## config.mk

```make
export PLATFORM = sky130hd
export DESIGN_NAME = cv32e40p_rf_recovery_seq_flat
export DESIGN_NICKNAME = d
export VERILOG_FILES = /design/src/rtl/cv32e40p_rf_recovery_seq_if.sv /design/src/rtl/cv32e40p_rf_recovery_seq.sv /design/src/flat_wrapper.sv
export SDC_FILE = /design/constraint.sdc
export NUM_CORES = 1
export LEC_CHECK = 0
export ABC_AREA = 1
export CAP_MARGIN = 20
export CORE_AREA = 2 2 113 115
export CTS_BUF_LIST = sky130_fd_sc_hd__clkbuf_2
export DETAILED_ROUTE_END_ITERATION = 8
export DIE_AREA = 0 0 115 117
export HOLD_SLACK_MARGIN = 0.03
export PLACE_DENSITY = 0.74
export SYNTH_ARGS = -nofsm -noshare
export SYNTH_HDL_FRONTEND = slang
export SYNTH_SLANG_ARGS = --single-unit
```

## constraint.sdc

```tcl
create_clock -name clk_i -period 1.6 [get_ports clk_i]
set_clock_uncertainty 0.05 [all_clocks]
set_input_delay 0.24 -clock clk_i [delete_from_list [all_inputs] [get_ports clk_i]]
set_output_delay 0.24 -clock clk_i [all_outputs]
set_load 0.01 [all_outputs]
```

## src/rtl/cv32e40p_rf_recovery_seq_if.sv

```systemverilog
// Bundle of the recovery request, backup-source read port and core recovery outputs
// shared between the recovery sequencer (master) and its environment (slave).
interface cv32e40p_rf_recovery_seq_if;
    logic        start_i;
    logic        abort_i;
    logic [31:0] bkp_pc_i;
    logic        bkp_branch_i;
    logic [31:0] bkp_branch_addr_i;
    logic        bkp_read_o;
    logic [5:0]  bkp_raddr_a_o;
    logic [5:0]  bkp_raddr_b_o;
    logic [31:0] bkp_rdata_a_i;
    logic [31:0] bkp_rdata_b_i;
    logic        recover_o;
    logic        regfile_we_a_o;
    logic [5:0]  regfile_waddr_a_o;
    logic [31:0] regfile_wdata_a_o;
    logic        regfile_we_b_o;
    logic [5:0]  regfile_waddr_b_o;
    logic [31:0] regfile_wdata_b_o;
    logic        pc_recover_o;
    logic [31:0] recovery_program_counter_o;
    logic        recovery_branch_o;
    logic [31:0] recovery_branch_addr_o;
    logic        busy_o;
    logic        done_o;

    modport master (
        input  start_i, abort_i, bkp_pc_i, bkp_branch_i, bkp_branch_addr_i,
               bkp_rdata_a_i, bkp_rdata_b_i,
        output bkp_read_o, bkp_raddr_a_o, bkp_raddr_b_o, recover_o,
               regfile_we_a_o, regfile_waddr_a_o, regfile_wdata_a_o,
               regfile_we_b_o, regfile_waddr_b_o, regfile_wdata_b_o,
               pc_recover_o, recovery_program_counter_o, recovery_branch_o,
               recovery_branch_addr_o, busy_o, done_o
    );

    modport slave (
        output start_i, abort_i, bkp_pc_i, bkp_branch_i, bkp_branch_addr_i,
               bkp_rdata_a_i, bkp_rdata_b_i,
        input  bkp_read_o, bkp_raddr_a_o, bkp_raddr_b_o, recover_o,
               regfile_we_a_o, regfile_waddr_a_o, regfile_wdata_a_o,
               regfile_we_b_o, regfile_waddr_b_o, regfile_wdata_b_o,
               pc_recover_o, recovery_program_counter_o, recovery_branch_o,
               recovery_branch_addr_o, busy_o, done_o
    );
endinterface

```

## src/rtl/cv32e40p_rf_recovery_seq.sv

```systemverilog
// Register-file recovery sequencer: replays a backed-up RF image two registers per
// cycle into the core while holding it in recover mode, then fires one PC recovery.
module cv32e40p_rf_recovery_seq #(
    parameter int unsigned NUM_REGS = 32,
    parameter bit          SKIP_X0  = 1'b1
) (
    input logic                          clk_i,
    input logic                          rst_ni,
    cv32e40p_rf_recovery_seq_if.master   rec
);

    typedef enum logic [1:0] {
        IDLE  = 2'd0,
        READ  = 2'd1,
        DRAIN = 2'd2,
        PC    = 2'd3
    } state_e;

    localparam logic [5:0] LAST_PAIR = 6'(NUM_REGS / 2 - 1);

    state_e      state_r;
    state_e      state_next_s;
    logic [5:0]  cnt_r;
    logic [5:0]  cnt_next_s;
    logic        wr_valid_r;
    logic        wr_valid_next_s;
    logic [5:0]  wr_addr_r;
    logic [5:0]  wr_addr_next_s;
    logic        capture_s;
    logic [31:0] pc_r;
    logic        branch_r;
    logic [31:0] branch_addr_r;
    logic        in_read_s;
    logic [5:0]  pair_addr_s;

    assign pair_addr_s = cnt_r + cnt_r;

    // Next-state, pair counter and write-pipeline staging
    always_comb begin
        state_next_s    = state_r;
        cnt_next_s      = cnt_r;
        wr_valid_next_s = 1'b0;
        wr_addr_next_s  = wr_addr_r;
        capture_s       = 1'b0;
        if (rec.abort_i) begin
            // Abort also acts as the synchronous soft reset of the sequence.
            state_next_s = IDLE;
            cnt_next_s   = 6'd0;
        end else begin
            case (state_r)
                IDLE: begin
                    if (rec.start_i) begin
                        capture_s    = 1'b1;
                        state_next_s = READ;
                        cnt_next_s   = 6'd0;
                    end else begin
                        state_next_s = IDLE;
                    end
                end
                READ: begin
                    wr_valid_next_s = 1'b1;
                    wr_addr_next_s  = pair_addr_s;
                    if (cnt_r == LAST_PAIR) begin
                        state_next_s = DRAIN;
                        cnt_next_s   = 6'd0;
                    end else begin
                        cnt_next_s   = cnt_r + 6'd1;
                    end
                end
                DRAIN:   state_next_s = PC;
                PC:      state_next_s = IDLE;
                default: state_next_s = IDLE;
            endcase
        end
    end

    // Sequencer state, pair counter and registered write address/enable
    always_ff @(posedge clk_i or negedge rst_ni) begin
        if (!rst_ni) begin
            state_r    <= IDLE;
            cnt_r      <= 6'd0;
            wr_valid_r <= 1'b0;
            wr_addr_r  <= 6'd0;
        end else begin
            state_r    <= state_next_s;
            cnt_r      <= cnt_next_s;
            wr_valid_r <= wr_valid_next_s;
            wr_addr_r  <= wr_addr_next_s;
        end
    end

    // Captured PC/branch state, retained across aborts
    always_ff @(posedge clk_i or negedge rst_ni) begin
        if (!rst_ni) begin
            pc_r          <= 32'h0000_0000;
            branch_r      <= 1'b0;
            branch_addr_r <= 32'h0000_0000;
        end else if (capture_s) begin
            pc_r          <= rec.bkp_pc_i;
            branch_r      <= rec.bkp_branch_i;
            branch_addr_r <= rec.bkp_branch_addr_i;
        end
    end

    assign in_read_s         = (state_r == READ);
    assign rec.bkp_read_o    = in_read_s;
    assign rec.bkp_raddr_a_o = in_read_s ? pair_addr_s : 6'd0;
    assign rec.bkp_raddr_b_o = in_read_s ? (pair_addr_s | 6'd1) : 6'd0;

    assign rec.busy_o        = (state_r != IDLE);
    assign rec.recover_o     = (state_r != IDLE);
    assign rec.pc_recover_o  = (state_r == PC);
    assign rec.done_o        = (state_r == PC);

    // Write data comes straight from the backup source; address/enable are the staged copies.
    assign rec.regfile_we_a_o    = wr_valid_r & ~(SKIP_X0 && (wr_addr_r == 6'd0));
    assign rec.regfile_waddr_a_o = wr_valid_r ? wr_addr_r : 6'd0;
    assign rec.regfile_wdata_a_o = wr_valid_r ? rec.bkp_rdata_a_i : 32'h0000_0000;
    assign rec.regfile_we_b_o    = wr_valid_r;
    assign rec.regfile_waddr_b_o = wr_valid_r ? (wr_addr_r | 6'd1) : 6'd0;
    assign rec.regfile_wdata_b_o = wr_valid_r ? rec.bkp_rdata_b_i : 32'h0000_0000;

    assign rec.recovery_program_counter_o = pc_r;
    assign rec.recovery_branch_o          = branch_r;
    assign rec.recovery_branch_addr_o     = branch_addr_r;

endmodule

```

## src/flat_wrapper.sv

```systemverilog
// flat-port wrapper written by rule: the top's interface ports become plain ports
module cv32e40p_rf_recovery_seq_flat 
#(
    parameter int unsigned NUM_REGS = 32,
    parameter bit          SKIP_X0  = 1'b1
)
  (clk_i, rst_ni, rec_start_i, rec_abort_i, rec_bkp_pc_i, rec_bkp_branch_i, rec_bkp_branch_addr_i, rec_bkp_rdata_a_i, rec_bkp_rdata_b_i, rec_bkp_read_o, rec_bkp_raddr_a_o, rec_bkp_raddr_b_o, rec_recover_o, rec_regfile_we_a_o, rec_regfile_waddr_a_o, rec_regfile_wdata_a_o, rec_regfile_we_b_o, rec_regfile_waddr_b_o, rec_regfile_wdata_b_o, rec_pc_recover_o, rec_recovery_program_counter_o, rec_recovery_branch_o, rec_recovery_branch_addr_o, rec_busy_o, rec_done_o);
  cv32e40p_rf_recovery_seq_if rec_i ();
  input logic clk_i;
  input logic rst_ni;
  input wire logic [$bits(rec_i.start_i)-1:0] rec_start_i;
  input wire logic [$bits(rec_i.abort_i)-1:0] rec_abort_i;
  input wire logic [$bits(rec_i.bkp_pc_i)-1:0] rec_bkp_pc_i;
  input wire logic [$bits(rec_i.bkp_branch_i)-1:0] rec_bkp_branch_i;
  input wire logic [$bits(rec_i.bkp_branch_addr_i)-1:0] rec_bkp_branch_addr_i;
  input wire logic [$bits(rec_i.bkp_rdata_a_i)-1:0] rec_bkp_rdata_a_i;
  input wire logic [$bits(rec_i.bkp_rdata_b_i)-1:0] rec_bkp_rdata_b_i;
  output wire logic [$bits(rec_i.bkp_read_o)-1:0] rec_bkp_read_o;
  output wire logic [$bits(rec_i.bkp_raddr_a_o)-1:0] rec_bkp_raddr_a_o;
  output wire logic [$bits(rec_i.bkp_raddr_b_o)-1:0] rec_bkp_raddr_b_o;
  output wire logic [$bits(rec_i.recover_o)-1:0] rec_recover_o;
  output wire logic [$bits(rec_i.regfile_we_a_o)-1:0] rec_regfile_we_a_o;
  output wire logic [$bits(rec_i.regfile_waddr_a_o)-1:0] rec_regfile_waddr_a_o;
  output wire logic [$bits(rec_i.regfile_wdata_a_o)-1:0] rec_regfile_wdata_a_o;
  output wire logic [$bits(rec_i.regfile_we_b_o)-1:0] rec_regfile_we_b_o;
  output wire logic [$bits(rec_i.regfile_waddr_b_o)-1:0] rec_regfile_waddr_b_o;
  output wire logic [$bits(rec_i.regfile_wdata_b_o)-1:0] rec_regfile_wdata_b_o;
  output wire logic [$bits(rec_i.pc_recover_o)-1:0] rec_pc_recover_o;
  output wire logic [$bits(rec_i.recovery_program_counter_o)-1:0] rec_recovery_program_counter_o;
  output wire logic [$bits(rec_i.recovery_branch_o)-1:0] rec_recovery_branch_o;
  output wire logic [$bits(rec_i.recovery_branch_addr_o)-1:0] rec_recovery_branch_addr_o;
  output wire logic [$bits(rec_i.busy_o)-1:0] rec_busy_o;
  output wire logic [$bits(rec_i.done_o)-1:0] rec_done_o;
  assign rec_i.start_i = rec_start_i;
  assign rec_i.abort_i = rec_abort_i;
  assign rec_i.bkp_pc_i = rec_bkp_pc_i;
  assign rec_i.bkp_branch_i = rec_bkp_branch_i;
  assign rec_i.bkp_branch_addr_i = rec_bkp_branch_addr_i;
  assign rec_i.bkp_rdata_a_i = rec_bkp_rdata_a_i;
  assign rec_i.bkp_rdata_b_i = rec_bkp_rdata_b_i;
  assign rec_bkp_read_o = rec_i.bkp_read_o;
  assign rec_bkp_raddr_a_o = rec_i.bkp_raddr_a_o;
  assign rec_bkp_raddr_b_o = rec_i.bkp_raddr_b_o;
  assign rec_recover_o = rec_i.recover_o;
  assign rec_regfile_we_a_o = rec_i.regfile_we_a_o;
  assign rec_regfile_waddr_a_o = rec_i.regfile_waddr_a_o;
  assign rec_regfile_wdata_a_o = rec_i.regfile_wdata_a_o;
  assign rec_regfile_we_b_o = rec_i.regfile_we_b_o;
  assign rec_regfile_waddr_b_o = rec_i.regfile_waddr_b_o;
  assign rec_regfile_wdata_b_o = rec_i.regfile_wdata_b_o;
  assign rec_pc_recover_o = rec_i.pc_recover_o;
  assign rec_recovery_program_counter_o = rec_i.recovery_program_counter_o;
  assign rec_recovery_branch_o = rec_i.recovery_branch_o;
  assign rec_recovery_branch_addr_o = rec_i.recovery_branch_addr_o;
  assign rec_busy_o = rec_i.busy_o;
  assign rec_done_o = rec_i.done_o;
  cv32e40p_rf_recovery_seq #(.NUM_REGS(NUM_REGS), .SKIP_X0(SKIP_X0)) u_core (.clk_i(clk_i), .rst_ni(rst_ni), .rec(rec_i));
endmodule
```

==> flow_summary.ini <==
[clock_network]
clock_latency_ns = 0.53
cts_tree = yes
htree_levels = 3
cts_max_path_buffers = 2
clockRootBuffer = clkbuf_2
clock_sinks = 79
cts_inserted_buffers = 9
cts.clk_slew.worst_paths_ns = 0.23

[floorplan]
die_area_sq_um = 13500
num_rows = 41
die_y_microns = 117
core-area_sq_um = 12300
die_w_microns = 115
start_util = 0.332
pin_count = 293

[critical_path]
required_ns = 1.31
cpMaxStageDelayCell = dfrtp_2
timing.critical_path.to_type = output pin
slowest_delay_ns = 0.48
start_kind = flip-flop
crit_path_frequent_cell = buf_6
worstSetupPathType = reg2out
crit_family = buffers and inverters
path_buf_inv = 5
cp_max_fo = 8
arrival_ns = 1.65
crit_chain = buf_6 > buf_12 > buf_16 > nand2_4 > inv_2 > buf_6

[sta]
final_hold_viol_count = 0
layout_min_cycle_time_ns = 1.94
max_freq_mhz = 515
slew_viol_final = 0
worst_slack_ns = -0.340
period_share = 1.21
tns_ns = -27.76
rsz0062_at_grt = true
setup_violations = 152

[drt]
drc = 0
routedWlPerCell_microns = 18.3
first_iter_violations = 196
dr.pass1.iters = 6
ant_nets = 0
routed_via_density = 4.63
vias = 5033
drt-total-wl_microns = 19900

[grt]
overflow = 0
grt_pass1_wl_microns = 25500
grtUsageTotal = 0.253
grt_antenna_before_repair = 0
grt_start_max_net_pins = 37
grt_pass1_vias = 4720

[synthesis]
syn_area_per_cell_sq_um = 7.53
synth_cells = 543
syn_area_sq_um = 4090
synth_seq_cells = 79
yosysWarnings = 0
ys_seq_area_frac = 0.483
yosysUniqueCellTypes = 18

[layout]
instances_no_fill = 1087
nFillCells = 749
multi_input_area_sq_um = 2260
antennaDiodeCount = 0
final_cell_mix = 131 x clkdlybuf4s50_1, 117 x buf_6, 95 x inv_1
area_growth_pct = 133
nNetsFinal = 1070
drive_above_1_share = 0.536
seqCellArea_sq_um = 1980
layout_commonest_cell = clkdlybuf4s50_1

[placement]
hpwl_microns = 11600
io_buffers = 290
dp_cells = 971
gp_congestion = 0.890

[run]
drv_cap = 0

[pwr]
powerDensity_nw_per_um2 = 1320
p_leak_nw = 5.41
irDropWorstVdd_mv = 1.06

[run_status]
failed_checks = negative setup slack
status = finished, violations left

[worst_hold_path]
min_path_type = in2reg
-- synthesized netlist by cell type --
master,number,share of area
o21ai_0,49,0.060
a21oi_1,2,0.0024
o21ai_2,14,0.030
nand3_1,7,0.0086
nor2_2,2,0.0031
nor2_1,9,0.0083
inv_2,1,0.00092
nand3_2,2,0.0049
buf_4,16,0.029
conb_1,1,0.00092
inv_1,153,0.14
clkbuf_1,5,0.0046
ha_1,5,0.015
buf_2,8,0.0098
dfrtp_1,79,0.48
nand2_1,168,0.15
buf_6,11,0.030
o21ai_1,11,0.013
-- area by class of cell --
type                            count  area share
Clock buffer                       12     0.00631
Clock inverter                      4     0.00486
Inverter                          154      0.0626
Multi-Input combinational cell    273       0.237
Sequential cell                    79       0.208
Tap cell                          150      0.0197
Timing Repair Buffer              415       0.462
-- per-layer routing --
metal  track usage  up-vias  share of wire
met1         0.258     2394           0.35
met3        0.0973       61          0.089
met2         0.464      252           0.51
met4         0.108        0          0.055
li1              -     2326              -
met5             0        -              0
-- final timing paths --
kind / from / endpoint / slack [ns] / cells after the start
min: rec_bkp_pc_i[15] / u_core.rec.recovery_program_counter_o[15] / 0.14 / 3
max in group asynchronous: rst_ni / u_core.rec.recovery_branch_addr_o[0] / 0.40 / 4
min reg2reg: u_core.rec.recovery_branch_addr_o[2] / u_core.rec.recovery_branch_addr_o[2] / 0.48 / 2
max reg2reg: u_core.state_r[0] / u_core.rec.recovery_program_counter_o[10] / -0.14 / 9
max: u_core.rec.regfile_we_b_o / rec_regfile_wdata_a_o[3] / -0.34 / 6
min in group asynchronous: rst_ni / u_core.rec.recovery_program_counter_o[25] / 0.58 / 3
-- flip-flops by register name, indices dropped and copies added, names as in the netlist --
signal                                 cells
u_core.rec.recovery_branch_o               1
u_core.state_r                             2
u_core.rec.recovery_program_counter_o     32
u_core.rec.recovery_branch_addr_o         32
u_core.rec.regfile_we_b_o                  1
u_core.cnt_r                               6
u_core.wr_addr_r                           5
-- repair_timing --
action	in CTS	in global routing
setup buffers	39	50
pin swaps	9	11
gates resized for setup	717	353
hold buffers	2	1
cloned	19	2
setup endpoints to repair	215	248
hold endpoints to repair	79	1
-- power breakdown --
group | internal, mW | switching, mW
combinational | 4.39 | 3.60
clock | 0.373 | 0.724
sequential | 2.81 | 0.628
total | 7.57 | 4.95
-- stage by stage --
step                      worst slack, ns  power, mW  instance area (sq um)  hold slack (ns)   util
after floorplan                     0.206       5.20                   4090           -0.106      -
after global placement             -0.177       8.06                   7140            0.106  0.580
after detailed placement           -0.163       8.11                   7140            0.107  0.580
after CTS                          -0.367       10.5                   8420           0.0943  0.684
after global routing               -0.431       13.1                   9520            0.111  0.773
final                              -0.340       12.5                   9520            0.143  0.773
-- kinds of logic (layout without fill, tap and decap cells) --
| logic type | after synthesis | in the layout | synth area share |
|---|---|---|---|
| flops | 79 | 79 | 0.483 |
| simple gates | 188 | 190 | 0.179 |
| other cells | 1 | 2 | 0.000917 |
| buf+inv | 194 | 585 | 0.215 |
| compound gates | 76 | 76 | 0.106 |
| fa+ha+maj | 5 | 5 | 0.0153 |
-- worst reg2reg max path, cell delays in order, from the launching register on --
cell and delay (ns):
dfrtp_1 0.46, buf_6 0.14, inv_4 0.05, ha_4 0.14
buf_6 0.12, nand3_4 0.19, buf_8 0.25, buf_16 0.15
nand2_4 0.06, o21ai_2 0.04
Note: power is estimated with default switching activity, not from simulation.
